--- src/rtl/stream_beat_tracker_pkg.sv ---
// Shared types/constants for the stream beat tracker slice.
// Latency: n/a (package only).
// Backpressure: n/a (package only).
//
// Holds the counter-width helper and the default block-offset width.
package stream_beat_tracker_pkg;

    // Default width of a critical block offset (capture register width).
    localparam int unsigned SBT_BLOCK_OFFSET_W = 6;

    // Counter width for a given largest value: clog2(max+1), never below 1 bit.
    function automatic int unsigned sbt_cnt_width(input int unsigned max_val);
        int unsigned w;
        w = $clog2(max_val + 1);
        return (w < 1) ? 1 : w;
    endfunction

endpackage

--- src/rtl/stream_beat_tracker_if.sv ---
// Interface bundling the tracker's counter, flag and capture signals.
// Latency: n/a (wiring only).
// Backpressure: none; plain level signals, no handshake.
//
// slave  : tracker side (takes controls, drives cnt_o/streaming_o/cap_data_o)
// master : pump side (drives controls, observes tracker state)
interface stream_beat_tracker_if #(
    parameter int unsigned CW    = 3,
    parameter int unsigned CAP_W = 6
) ();
    logic             cnt_set_i;
    logic             cnt_en_i;
    logic [CW-1:0]    cnt_val_i;
    logic [CW-1:0]    cnt_o;
    logic             flag_set_i;
    logic             flag_clear_i;
    logic             streaming_o;
    logic             cap_en_i;
    logic [CAP_W-1:0] cap_data_i;
    logic [CAP_W-1:0] cap_data_o;

    modport slave (
        input  cnt_set_i, cnt_en_i, cnt_val_i,
        input  flag_set_i, flag_clear_i,
        input  cap_en_i, cap_data_i,
        output cnt_o, streaming_o, cap_data_o
    );

    modport master (
        output cnt_set_i, cnt_en_i, cnt_val_i,
        output flag_set_i, flag_clear_i,
        output cap_en_i, cap_data_i,
        input  cnt_o, streaming_o, cap_data_o
    );
endinterface

--- src/rtl/stream_beat_tracker_counter.sv ---
// Loadable wrap-around beat counter (load beats increment).
// Latency: o_cnt reflects i_set/i_en one clock edge later.
// Backpressure: none; counter accepts a control every cycle.
//
// Ports: i_clk, i_rst_n (async active-low), i_set/i_val load, i_en increment,
// o_cnt registered count. Wraps from MAX_VAL to 0; any other value increments
// by one modulo 2^CW, so an out-of-range loaded value also rolls to 0.
module stream_beat_counter #(
    parameter int unsigned MAX_VAL   = 7,
    parameter int unsigned RESET_VAL = 0,
    parameter int unsigned CW        = 3
) (
    input  logic          i_clk,
    input  logic          i_rst_n,
    input  logic          i_set,
    input  logic          i_en,
    input  logic [CW-1:0] i_val,
    output logic [CW-1:0] o_cnt
);
    localparam logic [CW-1:0] LP_MAX = CW'(MAX_VAL);
    localparam logic [CW-1:0] LP_RST = CW'(RESET_VAL);

    logic [CW-1:0] r_cnt;
    logic [CW-1:0] w_cnt_next;

    always_comb begin
        w_cnt_next = r_cnt;
        if (i_set) begin
            w_cnt_next = i_val;
        end else if (i_en) begin
            w_cnt_next = (r_cnt == LP_MAX) ? '0 : r_cnt + CW'(1);
        end
    end

    always_ff @(posedge i_clk or negedge i_rst_n) begin
        if (!i_rst_n) begin
            r_cnt <= LP_RST;
        end else begin
            r_cnt <= w_cnt_next;
        end
    end

    assign o_cnt = r_cnt;
endmodule

--- src/rtl/stream_beat_tracker.sv ---
// Per-transaction bookkeeping for the stream pump: beat counter, streaming flag, critical-offset capture.
// Latency: cnt_o/streaming_o one edge after their controls; cap_data_o zero-latency through the bypass.
// Backpressure: none; every control is accepted every cycle.
//
// Ports: clk_i, reset_n_i (async active-low), bus (stream_beat_tracker_if.slave):
//   cnt_set_i/cnt_val_i/cnt_en_i -> cnt_o, flag_set_i/flag_clear_i -> streaming_o,
//   cap_en_i/cap_data_i -> cap_data_o.
// Optional macro STREAM_BEAT_TRACKER_CHECK_EN compiles simulation-only protocol checks.
module stream_beat_tracker
    import stream_beat_tracker_pkg::*;
#(
    parameter int unsigned max_val_p        = 7,
    parameter int unsigned reset_val_p      = 0,
    parameter int unsigned capture_width_p  = SBT_BLOCK_OFFSET_W,
    parameter bit          clear_over_set_p = 1'b1
) (
    input  logic                  clk_i,
    input  logic                  reset_n_i,
    stream_beat_tracker_if.slave  bus
);
    localparam int unsigned cw = sbt_cnt_width(max_val_p);

    logic                       r_streaming;
    logic                       w_streaming_next;
    logic [capture_width_p-1:0] r_cap;
    logic [cw-1:0]              w_cnt;

    stream_beat_counter #(
        .MAX_VAL   (max_val_p),
        .RESET_VAL (reset_val_p),
        .CW        (cw)
    ) u_counter (
        .i_clk   (clk_i),
        .i_rst_n (reset_n_i),
        .i_set   (bus.cnt_set_i),
        .i_en    (bus.cnt_en_i),
        .i_val   (bus.cnt_val_i),
        .o_cnt   (w_cnt)
    );

    assign bus.cnt_o = w_cnt;

    // Streaming flag; simultaneous set+clear resolved by clear_over_set_p.
    always_comb begin
        w_streaming_next = r_streaming;
        if (bus.flag_set_i && bus.flag_clear_i) begin
            w_streaming_next = ~clear_over_set_p;
        end else if (bus.flag_set_i) begin
            w_streaming_next = 1'b1;
        end else if (bus.flag_clear_i) begin
            w_streaming_next = 1'b0;
        end
    end

    always_ff @(posedge clk_i or negedge reset_n_i) begin
        if (!reset_n_i) begin
            r_streaming <= 1'b0;
        end else begin
            r_streaming <= w_streaming_next;
        end
    end

    assign bus.streaming_o = r_streaming;

    // Capture register: the pump holds cap_en_i high until streaming starts,
    // so the first beat's offset is visible the same cycle it arrives.
    always_ff @(posedge clk_i or negedge reset_n_i) begin
        if (!reset_n_i) begin
            r_cap <= '0;
        end else if (bus.cap_en_i) begin
            r_cap <= bus.cap_data_i;
        end
    end

    assign bus.cap_data_o = bus.cap_en_i ? bus.cap_data_i : r_cap;

`ifdef STREAM_BEAT_TRACKER_CHECK_EN
    always @(posedge clk_i) begin
        if (reset_n_i) begin
            if (bus.cnt_set_i === 1'b1 && int'(bus.cnt_val_i) > int'(max_val_p)) begin
                $error("stream_beat_tracker: load value %0d exceeds max %0d",
                       bus.cnt_val_i, max_val_p);
            end
            if (!clear_over_set_p && bus.flag_set_i === 1'b1 && bus.flag_clear_i === 1'b1) begin
                $error("stream_beat_tracker: flag set and clear together with set priority");
            end
            if ($isunknown({bus.cnt_set_i, bus.cnt_en_i, bus.flag_set_i,
                            bus.flag_clear_i, bus.cap_en_i})) begin
                $error("stream_beat_tracker: unknown value on a control input");
            end
        end
    end
`else
    // Checks not compiled; behaviour identical.
`endif

endmodule

--- src/flat_wrapper.sv ---
// flat-port wrapper written by rule: the top's interface ports become plain ports
module stream_beat_tracker_flat import stream_beat_tracker_pkg::*;
#(
    parameter int unsigned max_val_p        = 7,
    parameter int unsigned reset_val_p      = 0,
    parameter int unsigned capture_width_p  = SBT_BLOCK_OFFSET_W,
    parameter bit          clear_over_set_p = 1'b1
)
  (clk_i, reset_n_i, bus_cnt_set_i, bus_cnt_en_i, bus_cnt_val_i, bus_flag_set_i, bus_flag_clear_i, bus_cap_en_i, bus_cap_data_i, bus_cnt_o, bus_streaming_o, bus_cap_data_o);
  stream_beat_tracker_if #(.CW(3), .CAP_W(6)) bus_i ();
  input  logic clk_i;
  input  logic reset_n_i;
  input wire logic [$bits(bus_i.cnt_set_i)-1:0] bus_cnt_set_i;
  input wire logic [$bits(bus_i.cnt_en_i)-1:0] bus_cnt_en_i;
  input wire logic [$bits(bus_i.cnt_val_i)-1:0] bus_cnt_val_i;
  input wire logic [$bits(bus_i.flag_set_i)-1:0] bus_flag_set_i;
  input wire logic [$bits(bus_i.flag_clear_i)-1:0] bus_flag_clear_i;
  input wire logic [$bits(bus_i.cap_en_i)-1:0] bus_cap_en_i;
  input wire logic [$bits(bus_i.cap_data_i)-1:0] bus_cap_data_i;
  output wire logic [$bits(bus_i.cnt_o)-1:0] bus_cnt_o;
  output wire logic [$bits(bus_i.streaming_o)-1:0] bus_streaming_o;
  output wire logic [$bits(bus_i.cap_data_o)-1:0] bus_cap_data_o;
  assign bus_i.cnt_set_i = bus_cnt_set_i;
  assign bus_i.cnt_en_i = bus_cnt_en_i;
  assign bus_i.cnt_val_i = bus_cnt_val_i;
  assign bus_i.flag_set_i = bus_flag_set_i;
  assign bus_i.flag_clear_i = bus_flag_clear_i;
  assign bus_i.cap_en_i = bus_cap_en_i;
  assign bus_i.cap_data_i = bus_cap_data_i;
  assign bus_cnt_o = bus_i.cnt_o;
  assign bus_streaming_o = bus_i.streaming_o;
  assign bus_cap_data_o = bus_i.cap_data_o;
  stream_beat_tracker #(.max_val_p(max_val_p), .reset_val_p(reset_val_p), .capture_width_p(capture_width_p), .clear_over_set_p(clear_over_set_p)) u_core (.clk_i(clk_i), .reset_n_i(reset_n_i), .bus(bus_i));
endmodule
--- config.mk ---
export PLATFORM = sky130hd
export DESIGN_NAME = stream_beat_tracker_flat
export DESIGN_NICKNAME = d
export VERILOG_FILES = /design/src/rtl/stream_beat_tracker_pkg.sv /design/src/rtl/stream_beat_tracker_if.sv /design/src/rtl/stream_beat_tracker_counter.sv /design/src/rtl/stream_beat_tracker.sv /design/src/flat_wrapper.sv
export SDC_FILE = /design/constraint.sdc
export NUM_CORES = 1
export LEC_CHECK = 0
export ABC_AREA = 1
export BUFFER_PORTS_ARGS = -buffer_cell sky130_fd_sc_hd__buf_2
export CORE_AREA = 5 5 42 44
export DETAILED_ROUTE_END_ITERATION = 6
export DIE_AREA = 0 0 47 49
export SETUP_SLACK_MARGIN = 0.1
export SYNTH_ARGS = -nofsm -noshare
export SYNTH_HDL_FRONTEND = slang
export SYNTH_SLANG_ARGS = --single-unit
--- constraint.sdc ---
create_clock -name clk_i -period 3.4 [get_ports clk_i]
set_input_delay 0.34 -clock clk_i [delete_from_list [all_inputs] [get_ports clk_i]]
set_output_delay 0.34 -clock clk_i [all_outputs]
set_load 0.005 [all_outputs]
Yosys cells after proc, flatten, opt, wreduce, memory -nomap -nowiden
Index checks and enable logic that the tools add are counted.
{ "totals": {"reg_bits": 10, "latch_bits": 0, "ramBits": 0, "rom_bits": 0, "input_bits": 16, "output_inout_bits": 10, "word_cells": 15, "n_memories": 0} }
{ "classes": {"add_sub_neg": 1, "n_mul": 0, "div_mod_pow": 0, "order_cmp": 0, "n_eq_ne": 1, "shifts": 0, "mux": 7, "bitwise_logic": 0, "reduce_logical": 3} }
{ "op_table": {"columns": ["cell", "n"], "rows": [
  ["$mux W3", 3],
  ["$mux W6", 1],
  ["$add A3 B1 Y3 const B", 1],
  ["$eq A3 B3 Y1 const B", 1],
  ["$mux W1", 3],
  ["$reduce_bool A3 Y1", 1],
  ["$reduce_bool A2 Y1", 1],
  ["$logic_and A1 B1 Y1", 1]
]} }

Longest topological paths before layout
{ "logic_depth": {"word_depth": 4, "mapped_depth": 5, "depth_no_buf": 5} }

By module
Synthesis repeated with hierarchy kept, for this count alone.
{ "unflattened": {"hier_cells": 50, "area_unflattened_um2": 426.7} }
{ "modules_own_cells": {"columns": ["mod", "instances", "cells_per_inst", "area_each_um2", "seq_area_each_um2"], "rows": [
  ["stream_beat_tracker", 1, 28, 254.0, 175.2],
  ["stream_beat_counter", 1, 22, 172.7, 75.1]
]} }

Least setup slack after synthesis
Ideal clock, no wire load.
{ "synth_path": {"path_kind": "register to register", "startpoint": "register u_core.u_counter.r_cnt[0], in the netlist u_core.u_counter.o_cnt[0]", "endpoint": "register u_core.u_counter.r_cnt[2], in the netlist u_core.u_counter.o_cnt[2]", "setup_time_ns": 0.124, "arrival_ns": 0.989, "t_required_ns": 3.276, "setup_slack_ns": 2.287, "path_stages_with_launch": 5, "n_path_buf": 0, "period_less_slack_ns": 1.113, "path_cell_list": "dfrtp_1 -> ha_1 -> ha_1 -> nand3_1 -> nand3_1"} }
{ "synth_via": {"elab_chain_len": 4, "word_cells_on_any_way": 5, "cone_classes": "1 x add/sub; 1 x eq/ne; 3 x mux"} }
{ "synth_rtl": {"columns": ["item", "line_no", "rtl"], "rows": [
  ["from (decl)", "stream_beat_tracker_counter.sv:23", "logic [CW-1:0] r_cnt;"],
  ["from (signal assigned)", "stream_beat_tracker_counter.sv:39", "r_cnt <= w_cnt_next;"],
  ["$add A3 B1 Y3 or $eq A3 B3 Y1 (tied branches)", "stream_beat_tracker_counter.sv:31", "w_cnt_next = (r_cnt == LP_MAX) ? '0 : r_cnt + CW'(1);"],
  ["$mux W3 *", "stream_beat_tracker_counter.sv:31", null],
  ["$mux W3 *", "stream_beat_tracker_counter.sv:30", "end else if (i_en) begin"],
  ["$mux W3 *", "stream_beat_tracker_counter.sv:28", "if (i_set) begin"]
]} }
Mark *: on every way between the ends. The rest lies on a longest branch, timed or not. The select of a mux whose other input is x is not followed.
A chain may end at the register's enable or synchronous reset.

Worst setup path in the final report
{ "layout_path": {"startpoint": "register u_core.r_cap[4]", "endpoint": "output port bus_cap_data_o[4]"} }
{ "layout_via": {"elab_chain_len": 1} }
{ "layout_rtl": {"columns": ["item", "line_no", "rtl"], "rows": [
  ["from (decl)", "stream_beat_tracker.sv:25", "logic [capture_width_p-1:0] r_cap;"],
  ["from (signal assigned)", "stream_beat_tracker.sv:71", "r_cap <= bus.cap_data_i;"],
  ["$mux W6", "stream_beat_tracker.sv:75", "assign bus.cap_data_o = bus.cap_en_i ? bus.cap_data_i : r_cap;"],
  ["to (decl)", "flat_wrapper.sv:22", "output wire logic [$bits(bus_i.cap_data_o)-1:0] bus_cap_data_o;"]
]} }
No other way between the ends.

==> impl_metrics.env <==
export IMPL_cts_made_buffers=3
export IMPL_synth_common_cells="13 x nand2_1, 10 x dfrtp_1, 8 x inv_1"
export IMPL_synth_nets=68
export IMPL_drive_gt1_share_pct=37.2
export IMPL_final_hold_violation_count=0
export IMPL_final_antenna_net_count=0
export IMPL_worst_pin_slew_ps=218
export IMPL_yosysTopAreaCell="dfrtp_1"
export IMPL_syn_area_um2=438
export IMPL_post_synth_top_count_cell="nand2_1"
export IMPL_hold_path_depth=2
export IMPL_cts_root_buf="clkbuf_4"
export IMPL_synthSimpleGateAreaFrac_pct=21.7
export IMPL_reg2reg_slack_ps=2250
export IMPL_syn_avg_cell_area_um2=8.76
export IMPL_final_util_pct=43.4
export IMPL_gp_congestion=0.704
export IMPL_cp_arrival_ps=930
export IMPL_slew_headroom_pct=85.4
export IMPL_wire_per_inst_um=9.65
export IMPL_dieArea_um2=2300
export IMPL_die_w_um=47
export IMPL_synthXorXnorAreaFrac_pct=0
export IMPL_grt_remaining_overflow=0
export IMPL_synth_edf_count=0
export IMPL_ys_warn_count=0
export IMPL_reg2reg_depth=4
export IMPL_clock_latency_ps=260
export IMPL_synth_area_leaders="dfrtp_1 57%, nand2_1 11%, inv_1 6.9%"
export IMPL_rsz0062_at_grt="false"
export IMPL_chipHeight_um=49
export IMPL_cts_tree="yes"
export IMPL_drt_total_wl_um=907
export IMPL_clockBufferDepth=2
export IMPL_antenna_found_initial=0
export IMPL_drv_slew=0
export IMPL_cp_end_kind="output pin"
export IMPL_hp_start="bus_flag_clear_i"
export IMPL_vias=401
export IMPL_ys_types=10
export IMPL_drt_initial_drc_count=5
export IMPL_vias_per_cell=4.27
export IMPL_power_mw=0.261
export IMPL_dpl_hpwl_um=745
export IMPL_post_route_period_util_pct=37.5
export IMPL_cts_resized=0
export IMPL_cp_required_ps=3060
export IMPL_track_usage_pct=9.32
export IMPL_htreeDepth=1
export IMPL_crit_fanout=2
export IMPL_grt_max_degree=13
export IMPL_netlist_instances=50
export IMPL_port_buffers=25
export IMPL_final_setup_skew_ps=2.70
export IMPL_drc=0
export IMPL_max_freq_mhz=784
export IMPL_synth_compound_area_share_pct=6.86
export IMPL_place_area_um2=576
export IMPL_area_delta_synth_final_pct=38.9
export IMPL_seqCellArea_um2=250
export IMPL_outcome="complete, no violations"
export IMPL_yosysSeqAreaShare_pct=57.1
export IMPL_vdd_ir_drop_max_uv=222
export IMPL_hold_class="in2reg"
export IMPL_worst_hold_path_endpoint="u_core.bus.streaming_o"
export IMPL_r2r_end="u_core.u_counter.o_cnt[2]"
export IMPL_finalCriticalPeriod_ps=1270
export IMPL_worstSetupStartpointType="register"
export IMPL_r2r_start="u_core.u_counter.o_cnt[0]"
export IMPL_nets=98
export IMPL_synth_ff_type="dfrtp_1"
export IMPL_grt_first_pass_wirelength_um=1530
export IMPL_synthAdderAreaFrac_pct=5.71
export IMPL_multi_input_area_um2=150
export IMPL_fillCellCount=151
export IMPL_initial_core_util_pct=31.3
export IMPL_p_leak_nw=0.352
export IMPL_diodes=0
export IMPL_powerDensity_nw_per_um2=430
export IMPL_grt_pass1_vias=392
export IMPL_setup_viol=0
export IMPL_maxCapViolations=0
export IMPL_synthArstFlopShare_pct=100
export IMPL_core_um2=1400
export IMPL_synth_top_family_by_area="simple AND/OR/NAND/NOR gates"
export IMPL_ys_seq_elements=10
export IMPL_finalInstanceArea_um2=608
export IMPL_muxShareOfSynthArea_pct=0
export IMPL_critPathKind="reg2out"
export IMPL_final_setup_tns_ps=0
export IMPL_core_rowCount=14
export IMPL_ios=26
export IMPL_cts_sinks=10
export IMPL_synth_top_area_share_pct=57.1
export IMPL_dr_pass1_iters=2
export IMPL_path_clk_slew_ps=60
report_power, final:
group | leakage, nW | switching, mW | total (mW) | internal [mW]
registers | 0.122 | 0.00548 | 0.136 | 0.131
logic | 0.217 | 0.0245 | 0.0481 | 0.0236
clock network | 0.0138 | 0.0364 | 0.0770 | 0.0407
routing by layer:
layer	up-vias	part of all wire [%]	GRT usage (%)	wire length, µm
met4	0	0	6.91	0
met2	21	40	13.3	366
met1	169	46	11.6	417
met3	0	14	2.21	123
li1	211	-	-	-
met5	-	0	0	0
worst max-delay path, stage by stage, from the launching register on:
cell	delay, ps
dfrtp_1	320
inv_1	30
o21ai_0	170
buf_2	150
state kept, by name (all words and copies together), names as in the netlist:
signal	count
u_core.r_cap	6
u_core.u_counter.o_cnt	3
u_core.bus.streaming_o	1
cells by family after synthesis:
family	count (synthesis)
DFF	10
buffers and inverters	9
adders and majority gates	2
AOI/OAI and AO/OA	6
and+or+nand+nor	23
layout make-up:
class	count	share of cell area, %
multi-input cells	31	24.7
well taps	16	3.29
clock buffers	3	3.70
repair buffers	26	22.2
flip-flops and latches	10	41.2
inverters	8	4.94
per-stage QoR:
stage | hold WS, ps | setup slack (ps) | std cells
2_1_floorplan | 44.4 | 2290 | 50
3_3_place_gp | 213 | 2210 | 90
3_5_place_dp | 210 | 2190 | 90
4_1_cts | 214 | 2100 | 94
5_1_grt | 214 | 2000 | 94
6_report | 225 | 2130 | 94
cell usage in the layout, fill, tap and decap left out:
| cell | Yosys | routed |
|---|---|---|
| inv_1 | 8 | 8 |
| dlygate4sd3_1 | 0 | 1 |
| nor2_2 | 1 | 1 |
| o21ai_0 | 2 | 2 |
| nor2_1 | 4 | 4 |
| o21ai_1 | 4 | 4 |
| ha_1 | 2 | 2 |
| buf_2 | 0 | 25 |
| nand2_1 | 13 | 13 |
| clkbuf_4 | 0 | 3 |
| dfrtp_1 | 10 | 10 |
| nand3_1 | 5 | 5 |
repair_timing:
action	in CTS	in global routing
endpoints found under the hold margin	10	0
buffers inserted	0	0
hold buffers	1	0
how the worst max path moves through the flow:
stage	start	cells after the start	endpoint	slack [ps]
6_report	u_core.r_cap[4]	3	bus_cap_data_o[4]	2130
5_1_grt	u_core.r_cap[2]	3	bus_cap_data_o[2]	2000
4_1_cts	u_core.r_cap[2]	3	bus_cap_data_o[2]	2100
3_5_place_dp	bus_cap_en_i	3	bus_cap_data_o[2]	2190
3_3_place_gp	bus_cap_en_i	3	bus_cap_data_o[2]	2210
2_1_floorplan	u_core.u_counter.o_cnt[0]	4	u_core.u_counter.o_cnt[2]	2290
No activity file was read; power rests on OpenSTA's default activity.
